File: src/rtl/consec_responder.sv
// Responder for the consecutive-handshake protocol: each rise of a yields
// B_LEN cycles of b followed, C_GAP cycles after the last b, by one c pulse.
module consec_responder #(
    parameter int B_LEN = 2,
    parameter int C_GAP = 1,
    parameter int CNT_W = 8
) (
    input  logic             clock,
    input  logic             reset,
    input  logic             a,
    output logic             b,
    output logic             c,
    output logic             busy,
    output logic [CNT_W-1:0] resp_count
);

    localparam int D = B_LEN + C_GAP;

    logic             a_q, a_d;
    logic             rise;
    logic [D-1:0]     pipe_q, pipe_d;
    logic             b_q, b_d;
    logic             c_q, c_d;
    logic             busy_q, busy_d;
    logic [CNT_W-1:0] cnt_q, cnt_d;

    always_comb begin
        a_d    = a;
        rise   = a & ~a_q & ~reset;
        pipe_d = '0;
        if (!reset) begin
            pipe_d = {pipe_q[D-2:0], rise};
        end
        // Outputs are registered copies of the pipeline's next state.
        b_d    = |pipe_d[B_LEN-1:0];
        c_d    = pipe_d[D-1];
        busy_d = |pipe_d;
        cnt_d  = cnt_q;
        if (reset) begin
            cnt_d = '0;
        end else if (c_q && (cnt_q != {CNT_W{1'b1}})) begin
            cnt_d = cnt_q + {{(CNT_W-1){1'b0}}, 1'b1};
        end
    end

    // a_q is never cleared so rise detection matches $rose sampling.
    always_ff @(posedge clock) begin
        a_q    <= a_d;
        pipe_q <= pipe_d;
        b_q    <= b_d;
        c_q    <= c_d;
        busy_q <= busy_d;
        cnt_q  <= cnt_d;
    end

    assign b          = b_q;
    assign c          = c_q;
    assign busy       = busy_q;
    assign resp_count = cnt_q;

endmodule

File: config.mk
export PLATFORM = sky130hd
export DESIGN_NAME = consec_responder
export DESIGN_NICKNAME = d
export VERILOG_FILES = /design/src/rtl/consec_responder.sv
export SDC_FILE = /design/constraint.sdc
export NUM_CORES = 1
export LEC_CHECK = 0
export BUFFER_PORTS_ARGS = -buffer_cell sky130_fd_sc_hd__buf_2
export CORE_AREA = 2 2 39 41
export CTS_CLUSTER_SIZE = 10
export DETAILED_ROUTE_END_ITERATION = 6
export DIE_AREA = 0 0 41 43
export PLACE_DENSITY_LB_ADDON = 0.12
export SLEW_MARGIN = 20
export SYNTH_ARGS = -nofsm -noshare
export SYNTH_HDL_FRONTEND = slang
export SYNTH_SLANG_ARGS = --single-unit
File: constraint.sdc
create_clock -name clock -period 2 [get_ports clock]
set_clock_uncertainty 0.05 [all_clocks]
set_input_delay 0.2 -clock clock [delete_from_list [all_inputs] [get_ports clock]]
set_output_delay 0.2 -clock clock [all_outputs]
set_load 0.01 [all_outputs]
==> After elaboration in Yosys (flattened, before gate mapping) <==
Cells that the tools add are included.
{ "word_totals": {"register_bits": 14, "inputBits": 3, "output_inout_bits": 11, "wordCells": 16} }
{ "classes": {"add_sub_neg": 1, "eq_ne": 1, "n_mux": 1, "n_bitwise": 4, "n_reduce_logical": 3} }
{ "op_table": {"columns": ["cell", "n"], "rows": [
  ["$add A8 B1 Y8 const B", 1],
  ["$ne A8 B8 Y1 const B", 1],
  ["$mux W3", 1],
  ["$reduce_or A3 Y1", 1],
  ["$and A1 B1 Y1", 2],
  ["$not A1 Y1", 2],
  ["$reduce_or A2 Y1", 1],
  ["$logic_and A1 B1 Y1", 1]
]} }

==> Longest topological paths before layout <==
Gate-level depths: netlist (run 1).
{ "logic_depth": {"ltp_word": 5, "mapped_depth": 4, "mapped_depth_nobuf": 4} }

==> Worst setup path after synthesis (run 1) <==
OpenSTA, ideal clock, no wires.
{ "synth_timing": {"path_kind": "reg-to-reg", "from": "reg cnt_q[0] (netlist: resp_count[0])", "to": "reg cnt_q[0] (netlist: resp_count[0])", "setup_ps": 121, "t_arrival_ps": 1300, "required_ps": 1829, "slack_ps": 528, "stages_incl_launch_ff": 5, "path_buffers": 0, "period_less_slack_ps": 1472, "cell_sequence": "dfxtp_1 ha_1 and4_4 a21boi_2 mux2_4"} }
{ "synth_via": {"elab_chain_cells": 2, "elab_cells_between_ends": 3, "classes_between": "1 x add/sub; 1 x eq/ne; 1 x reduce/logical"} }
{ "synth_rtl": {"columns": ["element", "line_no", "source"], "rows": [
  ["from (decl)", "25", "logic [CNT_W-1:0] cnt_q, cnt_d;"],
  ["from (signal assigned)", "53", "cnt_q <= cnt_d;"],
  ["branches (longest 2 deep; another with $add A8 B1 Y8)", null, null]
]} }
Several ways; the timed one is not identified.
A chain may end at the register's enable or synchronous reset.

==> Final worst setup path (run 1) <==
Same ends and word-level chain as after synthesis.

==> results of run 1 <==
power by group:
part           total [mW]  internal, mW  switching [mW]
clock network       0.202         0.111          0.0914
registers           0.286         0.284         0.00202
logic              0.0195       0.00970         0.00980
total               0.508         0.405           0.103
synth_stat cells:
library cell and instances:
and4_1 1, nand2b_1 2, a31oi_1 2, ha_1 1
nor3b_1 1, a211oi_1 3, a21boi_1 1, nand4_1 2
nor4b_1 1, nor2b_1 3, and4_4 1, clkbuf_1 1
or2_2 1, nand2_1 1, a311oi_2 1, mux2_4 1
nor3_1 4, a21oi_1 5, mux2i_1 1, and3_1 1
nand3_1 1, a21boi_2 1, dfxtp_1 14, nor2_1 2
or3_1 1, buf_2 1, and3_4 1
metal layers:
metal | global-route usage (%) | part of all wire, %
met3 | 7.85 | 4.9
met2 | 20.0 | 42
met4 | 10.0 | 0.97
met1 | 20.1 | 52
met5 | 0 | 0
cell type report:
| cell class | count | share of cell area, % |
|---|---|---|
| flip-flops and latches | 14 | 40.7 |
| repair buffers | 14 | 10.9 |
| well taps | 16 | 2.90 |
| multi-input cells | 39 | 40.3 |
| clock buffers | 4 | 5.26 |
timing repair:
action                    4_1_cts  5_1_grt
hold buffers                    1        0
buffers inserted                0        0
hold endpoints to repair        1        0
flip-flops by register name (all words and copies together), names as in the netlist:
signal,cells
pipe_q,2
resp_count,8
c,1
busy,1
a_q,1
b,1
metrics by stage:
stage / cells / setup WS [ns] / util, %
after global placement: 82 / 0.525 / 46.5
after floorplan: 55 / 0.528 / -
after CTS: 87 / 0.483 / 49.8
after global routing: 87 / 0.419 / 49.8
after detailed placement: 82 / 0.499 / 46.5
final: 87 / 0.482 / 49.8
how the worst min path moves through the flow:
stage / end / cells after the start / from
after floorplan: a_q$_DFF_P_ / 0 / a
after global placement: a_q$_DFF_P_ / 1 / a
after detailed placement: a_q$_DFF_P_ / 1 / a
after CTS: resp_count[4]$_SDFFE_PP0P_ / 2 / reset
after global routing: resp_count[4]$_SDFFE_PP0P_ / 2 / reset
final: resp_count[4]$_SDFFE_PP0P_ / 2 / reset
cell families (layout without fill, tap and decap cells):
| family | after synthesis | in the layout | share of synthesized area, % |
|---|---|---|---|
| adders and majority gates | 1 | 1 | 2.21 |
| DFF | 14 | 14 | 49.4 |
| muxes | 2 | 2 | 4.41 |
| and+or+nand+nor | 23 | 23 | 25.8 |
| AOI/OAI and AO/OA | 13 | 13 | 16.6 |
| buffers and inverters | 2 | 18 | 1.54 |
worst reg2reg max path, stage by stage (launching register included):
cell and delay (ns):
dfxtp_1 0.36, ha_1 0.27, and4_4 0.23, a21boi_2 0.20, mux2_4 0.31
==> metrics.txt, run 1 <==
Detail Route Antenna Nets=0; Ports=14; Synth area leaders=dfxtp_1 49%, a21oi_1 4.4%, a211oi_1 4.0%; critical path's largest stage delay=0.36 ns; CP Capture Type=flop; Critical Path RT=2.13 ns; Total Die Area=1760 um2; Final #Nets=76; final HPWL from detailed placement=713 um; startpoint type of the worst setup path=flop; Stages on worst setup path=4; CP Cell Sequence=ha_1 > and4_4 > a21boi_2 > mux2_4; Yosys cell types=27; setup_tns=0 ns; Worst-Skew Late Latency=0.28 ns; Bufs and invs on worst path=0; crit path time final=1.52 ns; vias per cell=5.33; first-pass GRT wire length=1800 um; HP Class=in -> reg; fin area=689 um2; Synth-to-Final Area Change=21.6%; storage element area=280 um2; DIE HEIGHT=43 um; register area share after synthesis=49.4%; Clk pin slew, worst setup/hold paths=0.09 ns; largest net degree at the start of global routing=14; Critical-path top delay cell=dfxtp_1; final worst-path cycle share=75.9%; max_cap viols=0; final wirelength=1040 um; Slew Limit Fails=0; Inserted Diodes=0; VDD IR max=0.000540 V; # port buffers=13; core area=1380 um2; share of cells above drive strength 1=32.4%; Vias=464; Core Rows=14; reg2reg end=resp_count[0]$_SDFFE_PP0P_; Mapped Area=567 um2; worst r2r src=resp_count[0]$_SDFFE_PP0P_; worst-case reg-to-reg path depth=4; register bit count reported by yosys=14; power density over the cells=737 nW/um2; clk buf depth=2; initial antenna violation count=0; PostCTS Resize Cnt=0; Min Hold Slack=0.208 ns; H-Tree Depth=1; RD Place Congestion=0.684; number of global-route vias before repair=425; die width=41 um; multi-input logic area=278 um2; Worst Setup SP=resp_count[0]$_SDFFE_PP0P_; slew margin rel.=79.9%; cell count after synthesis=55; R2R Setup Slk=0.48 ns; area share of the largest cell type after synthesis=49.4%; Initial Util=41.0%; Leak=0.289 nW; cell family contributing the most delay on the critical path=flip-flops; total CTS buffers=3; clk sinks=14; filler cell count=131; syn_area_per_cell=10.3 um2; CP max FO=6; Syn Nets=59; critical path class=reg -> reg; DRT iter0 DRCs=5; GRT Total Usage=15.7%; worst slew pin tran=0.297 ns; Root Buffer Master=clkbuf_4; placed instance area=643 um2; GRT overflow=0; Synth area leader=dfxtp_1; most frequent cells in the layout=14 x dfxtp_1, 13 x buf_2, 5 x a21oi_1; Syn. warnings=0; commonest non-fill, non-tap cell in the layout=dfxtp_1; Critical Path AT=1.64 ns; outcome=complete, no violations; crit path capture=resp_count[0]$_SDFFE_PP0P_; DRC viols=0; Final Hold Viols=0; drt pass-1 iters=3; FMAX=659 MHz; Power Total=0.508 mW; RSZ-0062 raised after global routing=no; TritonCTS clock tree=done; DR WL/cell=11.9 um; Final Setup Violations=0
Power figures use the tool's default switching activity.
==> run 2: changes to the inputs <==
--- a/config.mk
+++ b/config.mk
@@ -6,10 +6,10 @@
 export NUM_CORES = 1
 export LEC_CHECK = 0
 export BUFFER_PORTS_ARGS = -buffer_cell sky130_fd_sc_hd__buf_2
-export CORE_AREA = 2 2 39 41
+export CORE_MARGIN = 1
+export CORE_UTILIZATION = 43
 export CTS_CLUSTER_SIZE = 10
 export DETAILED_ROUTE_END_ITERATION = 6
-export DIE_AREA = 0 0 41 43
 export PLACE_DENSITY_LB_ADDON = 0.12
 export SLEW_MARGIN = 20
 export SYNTH_ARGS = -nofsm -noshare
==> constraint.sdc (replaced) <==
create_clock -name clock -period 1.3 [get_ports clock]
set_clock_uncertainty 0.05 [all_clocks]
set_input_delay 0.13 -clock clock [delete_from_list [all_inputs] [get_ports clock]]
set_output_delay 0.13 -clock clock [all_outputs]
set_load 0.01 [all_outputs]
==> metrics.txt, run 2 (synthesis results as in run 1) <==
Min Hold Slack=0.127 ns; Ports=14; Cell Count Post-Placement=91; pre-CTS WS=-0.0596 ns; final HPWL from detailed placement=877 um; FMAX=770 MHz; cell family contributing the most delay on the critical path=flip-flops; Worst-Skew Late Latency=0.28 ns; slew margin rel.=80.4%; H-Tree Depth=1; critical path's largest stage delay=0.36 ns; drt pass-1 iters=4; DRC viols=0; largest net degree at the start of global routing=14; Critical-path top delay cell=dfxtp_4; clk sinks=14; outcome=complete, no violations; critical path class=reg -> reg; placed instance area=741 um2; share of cells above drive strength 1=47.6%; Initial Util=48.4%; crit path time final=1.30 ns; Total Die Area=1470 um2; max reg flops=8; total CTS buffers=3; final worst-path cycle share=99.9%; HP Class=in -> reg; max_cap viols=0; Final Setup Violations=0; Final #Nets=87; CP max FO=3; Inserted Diodes=0; Bufs and invs on worst path=0; DIE HEIGHT=38.3 um; commonest non-fill, non-tap cell in the layout=buf_2; most frequent cells in the layout=13 x buf_2, 12 x dfxtp_1, 10 x buf_4; VDD IR max=0.000728 V; power density over the cells=968 nW/um2; # port buffers=13; GRT overflow=0; Clk pin slew, worst setup/hold paths=0.09 ns; Detail Route Antenna Nets=0; setup_tns=0 ns; clk buf depth=2; fin area=810 um2; Critical Path AT=1.42 ns; RD Place Congestion=0.756; core area=1170 um2; Slew Limit Fails=0; TritonCTS clock tree=done; vias per cell=5.45; initial antenna violation count=0; worst setup margin=0.000892 ns; startpoint type of the worst setup path=flop; Root Buffer Master=clkbuf_4; number of global-route vias before repair=460; fin cells=96; DRT iter0 DRCs=20; worst slew pin tran=0.293 ns; CP Cell Sequence=ha_4 > and4_4 > a21boi_4 > mux2_4; Core Rows=12; Leak=0.347 nW; GRT Total Usage=19.1%; RSZ-0062 raised after global routing=yes; Final Hold Viols=0; first-pass GRT wire length=1890 um; CP Capture Type=flop; Synth-to-Final Area Change=42.8%; Vias=523; die width=38.3 um; final wirelength=1190 um; Critical Path RT=1.42 ns; DR WL/cell=12.4 um
==> run 2: path summary, 6_finish.rpt <==
kind	slack (ns)	endpoint	start	cells past startpoint
setup / recovery	0.0009	resp_count[0]$_SDFFE_PP0P_	resp_count[0]$_SDFFE_PP0P_	4
hold / removal	0.13	resp_count[4]$_SDFFE_PP0P_	reset	2
setup reg to reg	0.0009	resp_count[0]$_SDFFE_PP0P_	resp_count[0]$_SDFFE_PP0P_	4
hold reg to reg	0.38	pipe_q[0]$_DFF_P_	a_q$_DFF_P_	1
==> run 2: layout make-up <==
type / instances / area, um2
Multi-Input combinational cell: 39 / 309
Clock buffer: 4 / 36.3
Fill cell: 91 / 362
Timing Repair Buffer: 25 / 161
Tap cell: 14 / 17.5
Sequential cell: 14 / 285
==> run 2: report_power, final <==
part / switching, mW / total (mW) / internal (mW)
sequential: 0.00320 / 0.439 / 0.436
clock: 0.141 / 0.312 / 0.170
combinational: 0.0159 / 0.0328 / 0.0170
total: 0.160 / 0.784 / 0.623
==> run 2: worst register-to-register path, cell delays in order (launching register included) <==
cell,delay (ns)
dfxtp_4,0.36
ha_4,0.15
and4_4,0.16
a21boi_4,0.17
mux2_4,0.31
==> run 2: routing by layer <==
layer | GRT usage [%] | share of wire [%] | vias to the layer above
met4 | 2.68 | 0 | 0
met5 | 0 | 0 | -
met1 | 22.1 | 41 | 231
met3 | 6.98 | 7.3 | 0
li1 | - | - | 264
met2 | 33.9 | 52 | 28
==> run 2: through the flow <==
stage / utilization [%] / total power, mW
6_report: 69.1 / 0.784
5_1_grt: 69.1 / 0.810
4_1_cts: 67.8 / 0.788
3_5_place_dp: 63.2 / 0.480
3_3_place_gp: 63.2 / 0.479
2_1_floorplan: - / 0.466
==> run 2: timing repair <==
item / CTS / global route
cloned: 0 / 0
pin swaps: 2 / 2
gates resized for setup: 1 / 3
buffers inserted: 0 / 0
hold buffers: 1 / 0
endpoints found under the hold margin: 1 / 0
endpoints found under the setup margin: 2 / 5
==> run 3: changes to the inputs <==
--- a/config.mk
+++ b/config.mk
@@ -5,7 +5,7 @@
 export SDC_FILE = /design/constraint.sdc
 export NUM_CORES = 1
 export LEC_CHECK = 0
-export BUFFER_PORTS_ARGS = -buffer_cell sky130_fd_sc_hd__buf_2
+export BUFFER_PORTS_ARGS = -buffer_cell sky130_fd_sc_hd__buf_4
 export CORE_MARGIN = 1
 export CORE_UTILIZATION = 43
 export CTS_CLUSTER_SIZE = 10
==> metrics.txt, run 3 (synthesis results as in run 1) <==
drt pass-1 iters=4; Initial Util=48.4%; crit path time final=1.27 ns; GRT Total Usage=19.4%; startpoint type of the worst setup path=flop; worst setup margin=0.0302 ns; DR WL/cell=12.6 um; commonest non-fill, non-tap cell in the layout=buf_4; Critical Path AT=1.38 ns; fin cells=98; Slew Limit Fails=0; final HPWL from detailed placement=820 um; Worst-Skew Late Latency=0.28 ns; Vias=537; CP Cell Sequence=ha_4 > and4_4 > a21boi_4 > mux2_4; DRT iter0 DRCs=8; Synth-to-Final Area Change=52.8%; met3 usage=8.72%; Final Setup Violations=0; Critical-path top delay cell=dfxtp_4; final wirelength=1240 um; clk sinks=14; share of cells above drive strength 1=53.6%; RSZ-0062 raised after global routing=yes; number of global-route vias before repair=477; pre-CTS WS=-0.0388 ns; Ports=14; max reg flops=8; Inserted Diodes=0; Root Buffer Master=clkbuf_4; core area=1170 um2; GR peak layer=met2; die width=38.3 um; slew margin rel.=81.5%; CP max FO=3; FMAX=787 MHz; Cell Count Post-Placement=90; # port buffers=13; most frequent cells in the layout=26 x buf_4, 10 x dfxtp_1, 5 x a21oi_1; H-Tree Depth=1; VDD IR max=0.000822 V; final worst-path cycle share=97.7%; power density over the cells=906 nW/um2; outcome=complete, no violations; first-pass GRT wire length=1930 um; Detail Route Antenna Nets=0; Critical Path RT=1.41 ns; HP Class=in -> reg; critical path class=reg -> reg; DIE HEIGHT=38.3 um; TritonCTS clock tree=done; total CTS buffers=3; Clk pin slew, worst setup/hold paths=0.09 ns; Leak=0.357 nW; max_cap viols=0; initial antenna violation count=0; Core Rows=12; Total Die Area=1470 um2; largest net degree at the start of global routing=14; GRT met1 Usage=20.9%; critical path's largest stage delay=0.35 ns; RD Place Congestion=0.740; Final Hold Viols=0; worst slew pin tran=0.277 ns; CP Capture Type=flop; Final #Nets=89; GRT overflow=0; DRC viols=0; vias per cell=5.48; Global Route met2 Usage=36.4%; clk buf depth=2
==> run 3: through the flow <==
step | instance area (um2) | total power [mW] | TNS [ns] | utilization [%] | hold WS, ns
after global routing | 866 | 0.817 | -0.0317 | 73.9 | 0.0668
final | 866 | 0.785 | 0 | 73.9 | 0.0595
after CTS | 827 | 0.789 | 0 | 70.6 | 0.0569
after global placement | 766 | 0.483 | -0.0267 | 65.4 | 0.192
after floorplan | 584 | 0.466 | -0.0568 | - | 0.108
after detailed placement | 766 | 0.483 | -0.0388 | 65.4 | 0.192
==> run 3: final cells by class <==
type,instances,area (um2)
Multi-Input combinational cell,39,319
Clock buffer,4,36.3
Tap cell,14,17.5
Timing Repair Buffer,27,205
Fill cell,83,305
Sequential cell,14,288
==> run 3: layer usage <==
metal,wire (um),share of wire [%]
met5,0,0
met4,10,0.81
met3,72,5.8
met2,617,50
met1,536,43
==> run 3: what timing repair did <==
| item | in CTS | in global routing |
|---|---|---|
| setup endpoints to repair | 1 | 4 |
| gates resized for setup | 1 | 6 |
| hold endpoints to repair | 1 | 0 |
| pin swaps | 2 | 5 |
| setup buffers | 1 | 2 |
| hold buffers | 1 | 0 |
==> run 3: power breakdown <==
group / internal [mW] / switching (mW)
sequential: 0.436 / 0.00347
combinational: 0.0215 / 0.0165
clock: 0.170 / 0.137
==> run 3: worst paths after layout <==
path,startpoint,endpoint,slack [ns],cells past startpoint
worst max-delay path,resp_count[0]$_SDFFE_PP0P_,resp_count[0]$_SDFFE_PP0P_,0.03,4
worst min-delay path,reset,resp_count[3]$_SDFFE_PP0P_,0.06,2
worst max register to register,resp_count[0]$_SDFFE_PP0P_,resp_count[0]$_SDFFE_PP0P_,0.03,4
worst min register to register,a_q$_DFF_P_,pipe_q[0]$_DFF_P_,0.37,1
==> run 3: worst max-delay path: cells and delay by family, from the launching register on <==
family / cells / cell delay [ns]
flops: 1 / 0.35
mux: 1 / 0.30
simple gates: 1 / 0.16
fa+ha+maj: 1 / 0.15
compound gates: 1 / 0.15
